$ cat src/rtl/shared_nand_arbiter.sv
// shared_nand_arbiter
//   Round-robin front end that time-shares one W-bit bitwise NAND datapath
//   (W nand_gate instances) among NUM_REQ requesters. Each transaction is
//   IDLE (arbitrate/accept) -> EVAL (NAND the latched operands) ->
//   RESP (hold result until the granted requester takes it).
//
// Ports
//   clk         rising-edge clock
//   rst_n       asynchronous active-low reset
//   req_valid   [NUM_REQ]    per-requester request valid
//   req_ready   [NUM_REQ]    request accept, one-hot or zero (combinational)
//   req_inA     [NUM_REQ*W]  operand A, requester i at [i*W +: W]
//   req_inB     [NUM_REQ*W]  operand B, same packing
//   resp_valid  [NUM_REQ]    result valid, one-hot or zero
//   resp_ready  [NUM_REQ]    result accept (only the granted bit matters)
//   resp_outY   [W]          registered ~(A & B)
//   busy                     high whenever not IDLE

module nand_gate (
  input  logic a,
  input  logic b,
  output logic y
);
  assign y = ~(a & b);
endmodule

module shared_nand_arbiter #(
  parameter int NUM_REQ = 4,
  parameter int W       = 8
) (
  input  logic                 clk,
  input  logic                 rst_n,
  input  logic [NUM_REQ-1:0]   req_valid,
  output logic [NUM_REQ-1:0]   req_ready,
  input  logic [NUM_REQ*W-1:0] req_inA,
  input  logic [NUM_REQ*W-1:0] req_inB,
  output logic [NUM_REQ-1:0]   resp_valid,
  input  logic [NUM_REQ-1:0]   resp_ready,
  output logic [W-1:0]         resp_outY,
  output logic                 busy
);

  localparam int PW = (NUM_REQ > 1) ? $clog2(NUM_REQ) : 1;

  typedef enum logic [1:0] {IDLE, EVAL, RESP} state_t;

  state_t        state;
  logic [PW-1:0] rr_ptr;
  logic [PW-1:0] gnt_idx;
  logic [PW-1:0] win_idx;
  logic [PW-1:0] ptr_nxt;
  logic          win_found;
  logic [W-1:0]  a_q, b_q, nand_y;
  logic [NUM_REQ-1:0] gnt_oh;

  // Shared datapath: one nand_gate per bit, fed by the latched operands.
  for (genvar i = 0; i < W; i++) begin : g_nand
    nand_gate u_nand (.a(a_q[i]), .b(b_q[i]), .y(nand_y[i]));
  end

  // Round-robin search starting at rr_ptr. The candidate index is built one
  // bit wider than rr_ptr so the wrap is an explicit subtract of NUM_REQ,
  // which keeps non-power-of-two NUM_REQ correct.
  always_comb begin
    logic [PW:0] cand;
    win_found = 1'b0;
    win_idx   = '0;
    cand      = '0;
    for (int k = 0; k < NUM_REQ; k++) begin
      cand = {1'b0, rr_ptr} + (PW+1)'(k);
      if (cand >= (PW+1)'(NUM_REQ)) cand = cand - (PW+1)'(NUM_REQ);
      if (!win_found && req_valid[cand[PW-1:0]]) begin
        win_found = 1'b1;
        win_idx   = cand[PW-1:0];
      end
    end
  end

  // rst_n gates req_ready so no accept is ever advertised while in reset.
  always_comb begin
    req_ready = '0;
    if (rst_n && state == IDLE && win_found) req_ready[win_idx] = 1'b1;
  end

  always_comb begin
    gnt_oh = '0;
    gnt_oh[gnt_idx] = 1'b1;
  end

  assign ptr_nxt = (gnt_idx == PW'(NUM_REQ-1)) ? '0 : gnt_idx + 1'b1;

  always_ff @(posedge clk or negedge rst_n) begin
    if (!rst_n) begin
      state      <= IDLE;
      rr_ptr     <= '0;
      gnt_idx    <= '0;
      a_q        <= '0;
      b_q        <= '0;
      resp_outY  <= '0;
      resp_valid <= '0;
      busy       <= 1'b0;
    end else begin
      case (state)
        IDLE: if (win_found) begin
          a_q     <= req_inA[win_idx*W +: W];
          b_q     <= req_inB[win_idx*W +: W];
          gnt_idx <= win_idx;
          busy    <= 1'b1;
          state   <= EVAL;
        end
        EVAL: begin
          resp_outY  <= nand_y;
          resp_valid <= gnt_oh;
          state      <= RESP;
        end
        RESP: if (resp_ready[gnt_idx]) begin
          resp_valid <= '0;
          busy       <= 1'b0;
          rr_ptr     <= ptr_nxt;
          state      <= IDLE;
        end
        default: state <= IDLE;
      endcase
    end
  end

endmodule

$ cat config.mk
export PLATFORM = sky130hd
export DESIGN_NAME = shared_nand_arbiter
export DESIGN_NICKNAME = d
export VERILOG_FILES = /design/src/rtl/shared_nand_arbiter.sv
export SDC_FILE = /design/constraint.sdc
export NUM_CORES = 1
export LEC_CHECK = 0
export ABC_AREA = 1
export CAP_MARGIN = 20
export CORE_MARGIN = 2
export CORE_UTILIZATION = 40
export DETAILED_ROUTE_END_ITERATION = 8
export PLACE_DENSITY = 0.87
export RECOVER_POWER = 25
export SLEW_MARGIN = 20
export SYNTH_ARGS = -nofsm -noshare
export SYNTH_HDL_FRONTEND = slang
export SYNTH_SLANG_ARGS = --single-unit
$ cat constraint.sdc
create_clock -name clk -period 2 [get_ports clk]
set_input_delay 0.4 -clock clk [delete_from_list [all_inputs] [get_ports clk]]
set_output_delay 0.4 -clock clk [all_outputs]
set_load 0.005 [all_outputs]
### Word level (Yosys, flattened, before mapping)

Cells that the tools add are included.

* add/sub/neg operators: 8
* magnitude comparators: 12
* equal/unequal tests: 5
* shifts and indexed selects: 2
* multiplexer cells: 36
* bitwise operators: 16
* reduce and logical (&&, ||, !) cells: 18

Operator list (count)
* $shiftx 32x6->8: 2
* $mux 2: 11
* $lt 2x3->1 const B: 6
* $mux 1: 13
* $bmux 1 s2: 5
* $ge 3x3->1 const B: 3
* $and 1x1->1: 8
* $mux 4: 2
* $not 1->1: 8
* $pmux 4 s2: 1
* $reduce_and 2->1: 4
* $sub 2x1->2 const B: 4
* $logic_and 1x1->1: 7
* $add 2x2->3 const B: 2
* $pmux 2 s3: 1
* $demux 1 s2: 2
* $eq 2x2->1 const B: 2
* $ge 2x1->1 const B: 2
* $ne 2x2->1 const B: 2
* $reduce_bool 2->1: 2
* $add 2x1->3 const B: 1
* $ge 2x3->1 const B: 1
* $logic_not 1->1: 3
* $reduce_and 3->1: 1
* other kinds (4): 4

* flip-flop bits (word level): 35
* bits of input ports: 74
* output and inout port bits: 17
* word-level logic and storage cells: 105

### Longest topological paths before layout

Gate-level depths: netlist of run 1.

* depth in word-level cells: 19
* depth in mapped cells: 16
* depth with buffers taken out: 15

### By module

From an unflattened synthesis of run 1, not the netlist that was laid out.

* cells, all modules: 370
* area, all modules: 2446.1 um^2

Modules (own cells, without submodules)
* shared_nand_arbiter: times used 1, cells each 362, area an instance 2416.1 um^2, seq. area each 875.8 um^2
* nand_gate: times used 8, cells each 1, area an instance 3.8 um^2, seq. area each 0.0 um^2

### Least setup slack after synthesis of run 1

OpenSTA, ideal clock, no wires.

* path kind: reg-to-output
* from: reg rr_ptr[0]
* to: out req_ready[0]
* data arrival time: 1.632 ns
* data required time: 1.600 ns
* path slack: -0.032 ns
* cell stages (with the launch flop): 12
* buffers on the path: 2
* cell sequence: dfrtp_1 > buf_6 > nand2_1 > nand3_1 > nand2_2 > nor2_1 > nor2_1 > nand2_4 > nand2_4 > buf_6 > inv_1 > nor3_1

* longest elaborated chain between the ends: 19
* elaborated cells between the ends (all ways): 44
* classes of those cells: add/sub: 7; order compare: 6; mux: 23; reduce/logical: 8

Ends and longest elaborated chain
* from (decl): RTL line 48 `logic [PW-1:0] rr_ptr;`
* from (signal assigned): RTL line 119 `rr_ptr <= ptr_nxt;`
* branches (longest 18 deep; another with $add 2x1->3)
* $mux 4 *: RTL line 82 `if (rst_n && state == IDLE && win_found) req_ready[win_idx] = 1'b1;`
* to (decl): RTL line 34 `output logic [NUM_REQ-1:0] req_ready,`

Every way passes the cells marked *. The select of a mux whose other input is x is not followed.

### Worst setup path in the final report of run 1

Same ends and word-level chain as after synthesis.

==> results of run 1 <==
[metrics by stage]
stage	util	setup TNS (ns)	hold slack, ns	worst slack [ns]
3_3_place_gp	0.585	-8.74	0.433	-0.722
4_1_cts	0.620	-3.02	0.188	-0.376
2_1_floorplan	-	-0.000533	0.104	-0.000533
3_5_place_dp	0.585	-10.56	0.440	-0.818
6_report	0.652	-4.83	0.353	-0.510
5_1_grt	0.652	-6.32	0.425	-0.539
[logic make-up after synthesis]
group           count (synthesis)  share of synthesized area
simple gates                  280                      0.488
flops                          35                      0.363
buf+inv                        34                     0.0798
compound gates                 18                     0.0482
fa+ha+maj                       4                     0.0207
[worst max-delay path, cell delays in order (launching register included)]
cell        delay [ns]
dfrtp_2           0.49
clkinvlp_4        0.21
nand2_2           0.12
nand2_4           0.07
nand2_2           0.08
nand2_2           0.09
a21oi_2           0.16
nand2_2           0.10
nand2_4           0.10
inv_1             0.07
nor3_2            0.17
buf_2             0.15
[cell usage in the layout, fill, tap and decap left out, types with 3 or more instances in the layout]
cell type,netlist,layout
o21ai_0,5,5
nand2_1,208,178
nand3_2,0,3
ha_1,4,4
nand2_4,3,12
inv_1,14,11
nand3_1,42,38
nand2_2,4,25
a31oi_1,8,8
inv_2,2,4
buf_2,7,5
nor2_4,1,3
dfrtp_1,35,33
nor3_2,0,4
nor2_1,15,11
buf_6,6,10
clkdlybuf4s50_1,0,83
buf_4,3,19
clkbuf_8,0,6
[layout make-up]
| class | count | share of cell area |
|---|---|---|
| sequential | 35 | 0.229 |
| tap | 75 | 0.0245 |
| clock buffer | 6 | 0.0215 |
| clock inverter | 1 | 0.00131 |
| timing repair inverter | 1 | 0.00196 |
| timing repair buffer | 121 | 0.301 |
| inverter | 17 | 0.0173 |
| multi-input combinational | 302 | 0.404 |
[where the power goes]
part / switching (uW) / leakage, uW / internal (uW)
combinational: 3420 / 0.00148 / 2280
clock: 237 / 0.0000470 / 270
sequential: 235 / 0.000411 / 1040
[repair_timing]
item                       4_1_cts  5_1_grt
setup buffers                    8        5
setup endpoints to repair       20       22
cloned                           1        1
hold endpoints to repair         0        0
resized for setup               47       46
pin swaps                       14       16
[worst min path at each step]
| stage | slack [ns] | start | endpoint | cells past startpoint |
|---|---|---|---|---|
| 3_3_place_gp | 0.43 | b_q[2]$_DFFE_PN0P_ | resp_outY[2]$_DFFE_PN0P_ | 1 |
| 4_1_cts | 0.19 | rst_n | resp_valid[0]$_DFFE_PN0P_ | 2 |
| 6_report | 0.35 | rst_n | resp_valid[3]$_DFFE_PN0P_ | 2 |
| 3_5_place_dp | 0.44 | b_q[3]$_DFFE_PN0P_ | resp_outY[3]$_DFFE_PN0P_ | 1 |
| 2_1_floorplan | 0.10 | rst_n | a_q[0]$_DFFE_PN0P_ | 0 |
| 5_1_grt | 0.42 | rst_n | resp_valid[0]$_DFFE_PN0P_ | 2 |
[routing by layer]
| metal | vias up | track usage |
|---|---|---|
| li1 | 1386 | - |
| met1 | 1238 | 0.292 |
| met2 | 137 | 0.393 |
| met3 | 24 | 0.0429 |
| met4 | 0 | 0.112 |
| met5 | - | 0 |
[registers in the layout (all words and copies together), names as in the netlist]
register	flops
busy	1
resp_outY	8
rr_ptr	2
resp_valid	4
a_q	8
gnt_idx	2
b_q	8
state	2
==> results.cfg, run 1 <==
[status]
status = finished with violations
failed_checks = negative setup slack

[yosys]
synthArstFlopShare = 1.00
ys_seq_elements = 35
synth.area.top_cells = dfrtp_1 36%, nand2_1 32%, nand3_1 8.7%
synthTopCellsByCount = 208 x nand2_1, 42 x nand3_1, 35 x dfrtp_1
synth_seq_area_share = 0.363
ys.warnings.count = 0
synth_most_common_cell = nand2_1
syn-cell-area_um2 = 2410
synth_cells = 371
synthFlopType = dfrtp_1
yosys.area.top_type = dfrtp_1
synth_nets = 449
ys_types = 25
synth.avg_cell_area_um2 = 6.51
synth_top_area_share = 0.363
synth-edff-count = 0

[route]
drc = 0
route.vias.total = 2785
wl_per_cell_um = 14.0
vias_per_cell = 4.99
top_layer_used = met4
drt-pass1-iter-count = 4
met2_wirelength_um = 3860
route.antenna.remaining_nets = 0
drt_wl_total_um = 7830
wl_met3_um = 586
wirelength_met1_um = 3110
drtIter0Drc = 219

[worst_setup_path]
setup.worst_path.end = req_ready[0]
critPathLaunchType = flop
critPathMaxFanout = 5
cp-end-kind = output port
ff2ff_setup_slack_ns = -0.22
regToRegEndpoint = b_q[7]$_DFFE_PN0P_
startpoint = rr_ptr[0]$_DFFE_PN0P_
rr_worst_depth = 15
rr_startpoint = rr_ptr[0]$_DFFE_PN0P_
criticalPathCategory = reg -> out
crit_arrival_ns = 2.11
critPathRequiredTime_ns = 1.60

[final_layout]
instances_no_fill = 558
nFillCells = 488
design_area_um2 = 3830
area_delta_synth_final_pct = 58.9
n_antenna_cell = 0
multi_input_comb_area_um2 = 1550
drive_gt1_frac = 0.219
register_area_um2 = 878
nNetsFinal = 561

[placed_design]
post-dp-hpwl_um = 5270
port_buffers = 90
gp_congestion = 0.890
placed_cell_area_um2 = 3440
dp.cells = 539

[power]
p_leak_uw = 0.00193
vdd_drop_max_mv = 1.39
powerDensity_nw_per_um2 = 1950
power_uw = 7480

[floorplan]
io_pins = 91
dieArea_um2 = 6670
die_w_um = 81.7
start_util = 0.410
core_area_um2 = 5890
die_y_um = 81.7
rows = 28

[global_routing]
grt_pass1_wl_um = 12100
grt_pass1_vias = 2628
grt_max_degree = 36
overflow = 0
antenna_found_initial = 0
grt.total_usage = 0.235

[timing]
slew_violations = 0
fin_skew_ns = 0.00676
hold_violations = 0
period_share = 1.25
setup_violations = 21
fin_crit_ns = 2.51
worst_slew_pin_slew_ns = 0.818
slew_headroom = 0.455
rsz0062_at_grt = yes
timing.final.ws_setup_ns = -0.510
max_freq_mhz = 398

[min_path]
hp-class = in -> async

[cts]
cts_tree = done
hold_buffers = 0
numCtsBuffers = 5
h-tree-depth = 2
path_clk_slew_ns = 0.07
clock-sinks = 35
cts_root_buffer = clkbuf_8
worst_skew_pair.late_latency_ns = 0.29
cts.path.max_buffers = 2

[job]
cap_violations = 0
Note: power is estimated with default switching activity, not from simulation.
==> run 2: changes to the inputs <==
--- a/config.mk
+++ b/config.mk
@@ -8,11 +8,12 @@
 export ABC_AREA = 1
 export CAP_MARGIN = 20
 export CORE_MARGIN = 2
-export CORE_UTILIZATION = 40
+export CORE_UTILIZATION = 41
 export DETAILED_ROUTE_END_ITERATION = 8
-export PLACE_DENSITY = 0.87
+export PLACE_DENSITY = 0.88
 export RECOVER_POWER = 25
 export SLEW_MARGIN = 20
 export SYNTH_ARGS = -nofsm -noshare
 export SYNTH_HDL_FRONTEND = slang
+export SYNTH_HIERARCHICAL = 1
 export SYNTH_SLANG_ARGS = --single-unit
==> run 2 against run 1 <==
  * The flow still finishes with violations (negative setup slack)
  * Core utilization increased by 2.6 points
  * Total power is 9.3% higher
  * Clock power up 1%
  * Highest routed layer unchanged
  * Setup slack improved by 0.062 ns
  * Critical path depth is 2 higher
  * Clock skew is 0.0037 ns lower
  * Fmax is 2.5% higher
==> results.cfg, run 2 <==
[status]
status = finished with violations
failed_checks = negative setup slack

[final_layout]
top_regs = a_q x8, b_q x8, resp_outY x8
nNetsFinal = 564
drive_gt1_frac = 0.263
final_common_cell = nand2_1
final_cell_mix = 178 x nand2_1, 81 x clkdlybuf4s50_1, 40 x nand3_1
design_area_um2 = 3970
area_delta_synth_final_pct = 62.1
nFillCells = 446
n_antenna_cell = 0

[timing]
hold_violations = 0
slew_violations = 0
setup_violations = 22
worst_slew_pin_slew_ns = 0.836
rsz0062_at_grt = yes
period_share = 1.22
hold_ws_ns = 0.381
timing.final.ws_setup_ns = -0.448
fin_crit_ns = 2.45
fin_setup_tns_ns = -6.06
slew_headroom = 0.443
max_freq_mhz = 409
fin_skew_ns = 0.00303

[route]
drtIter0Drc = 275
wl_per_cell_um = 14.8
drt-pass1-iter-count = 5
vias_per_cell = 5.29
drc = 0
route.antenna.remaining_nets = 0
drt_wl_total_um = 8330
route.vias.total = 2968

[power]
powerDensity_nw_per_um2 = 2060
p_leak_uw = 0.00198
vdd_drop_max_mv = 0.990

[min_path]
hp-class = in -> async

[yosys]
ys.warnings.count = 6
synth_nets = 448
synthFlopType = dfrtp_1
synthTopCellsByCount = 213 x nand2_1, 45 x nand3_1, 35 x dfrtp_1
synth_top_area_share = 0.358
ys_seq_elements = 35
synth_most_common_cell = nand2_1
syn-cell-area_um2 = 2450
synth.avg_cell_area_um2 = 6.61
synth.area.top_cells = dfrtp_1 36%, nand2_1 33%, nand3_1 9.2%
synth_cells = 370
yosys.area.top_type = dfrtp_1
synth-edff-count = 0
synthArstFlopShare = 1.00
synth_seq_area_share = 0.358
ys_types = 25

[global_routing]
antenna_found_initial = 0
grt_pass1_wl_um = 12800
grt_pass1_vias = 2837
overflow = 0
grt.total_usage = 0.251
grt_max_degree = 36

[floorplan]
start_util = 0.418
die_y_um = 81.2
dieArea_um2 = 6600
io_pins = 91
rows = 28
core_area_um2 = 5850
die_w_um = 81.2

[cts]
clock-sinks = 35
cts_tree = done
numCtsBuffers = 5
cts.path.max_buffers = 2
worst_skew_pair.late_latency_ns = 0.29
h-tree-depth = 2
cts_root_buffer = clkbuf_8
path_clk_slew_ns = 0.07

[worst_setup_path]
cp-end-kind = output port
critPathMaxFanout = 5
critPathLaunchType = flop
criticalPathCategory = reg -> out
crit_arrival_ns = 2.05
critPathRequiredTime_ns = 1.60

[job]
cap_violations = 0

[placed_design]
post-dp-hpwl_um = 5170
gp_congestion = 0.813
port_buffers = 90
placed_cell_area_um2 = 3510
run 2: changes by cell type in the layout (fill, tap and decap cells not counted), moves of 3 or more:
cell	before	now
buf_6	10	5
buf_16	0	3
inv_2	4	8
buf_4	19	23
a31oi_1	8	0
nand2_2	25	32
nor2_1	11	3
mux2_2	0	8
inv_1	11	7
run 2: path summary, 6_finish.rpt:
check | start | end | slack [ns] | cells after the start
min in group clk | busy$_DFFE_PN0P_ | busy$_DFFE_PN0P_ | 0.48 | 2
setup / recovery | rr_ptr[0]$_DFFE_PN0P_ | req_ready[2] | -0.45 | 13
max in group asynchronous | rst_n | rr_ptr[0]$_DFFE_PN0P_ | 1.05 | 2
hold reg to reg | busy$_DFFE_PN0P_ | busy$_DFFE_PN0P_ | 0.48 | 2
hold / removal | rst_n | b_q[1]$_DFFE_PN0P_ | 0.38 | 2
setup reg to reg | rr_ptr[0]$_DFFE_PN0P_ | a_q[4]$_DFFE_PN0P_ | -0.32 | 17
run 2: report_power, final:
part	leakage (uW)	internal, uW	switching [uW]
registers	0.000412	1050	209
clock network	0.0000470	270	244
logic	0.00152	2740	3660
run 2: repair_timing:
| action | CTS | global route |
|---|---|---|
| gates cloned | 4 | 0 |
| pin swaps | 27 | 20 |
| endpoints found under the setup margin | 20 | 22 |
| setup buffers | 8 | 1 |
| hold buffers | 0 | 0 |
| gates resized for setup | 79 | 25 |
run 2: cells by family (layout without fill, tap and decap cells):
family	Yosys count	count (layout)	share of synthesized area
adders and majority gates	4	4	0.0205
and+or+nand+nor	280	280	0.483
AOI/OAI and AO/OA	10	10	0.0271
muxes	8	8	0.0368
DFF	35	35	0.358
buffers and inverters	33	149	0.0742
run 2: critical path, stage by stage (launching register included):
cell        delay [ns]
dfrtp_2           0.48
clkinvlp_4        0.12
buf_6             0.09
nand2_2           0.04
nand2_2           0.07
nand2_2           0.07
nand2_4           0.09
nor2_4            0.04
nand2_2           0.08
nand2_4           0.07
buf_6             0.12
nor3_4            0.29
nor3_2            0.06
buf_2             0.14
run 2: area by class of cell:
cell class / instances / area (um2) / share of cell area
flip-flops and latches: 35 / 877 / 0.221
multi-input cells: 302 / 1600 / 0.402
repair inverters: 1 / 7.51 / 0.00189
repair buffers: 125 / 1240 / 0.313
well taps: 75 / 93.8 / 0.0237
inverters: 16 / 62.6 / 0.0158
clock inverters: 1 / 5.00 / 0.00126
clock buffers: 6 / 82.6 / 0.0208
run 2: per-layer routing:
layer,track usage,up-vias,share of wire
met2,0.427,175,0.48
li1,-,1397,-
met1,0.295,1362,0.39
met5,0,-,0
met4,0.119,0,0.043
met3,0.0622,34,0.089
run 2: stage by stage:
step	utilization	total power [uW]	instances	setup WS, ns
2_1_floorplan	-	4640	370	-0.00270
5_1_grt	0.678	8760	561	-0.506
4_1_cts	0.661	7710	560	-0.403
6_report	0.678	8170	561	-0.448
3_3_place_gp	0.601	5810	542	-0.749
3_5_place_dp	0.601	5990	542	-0.819
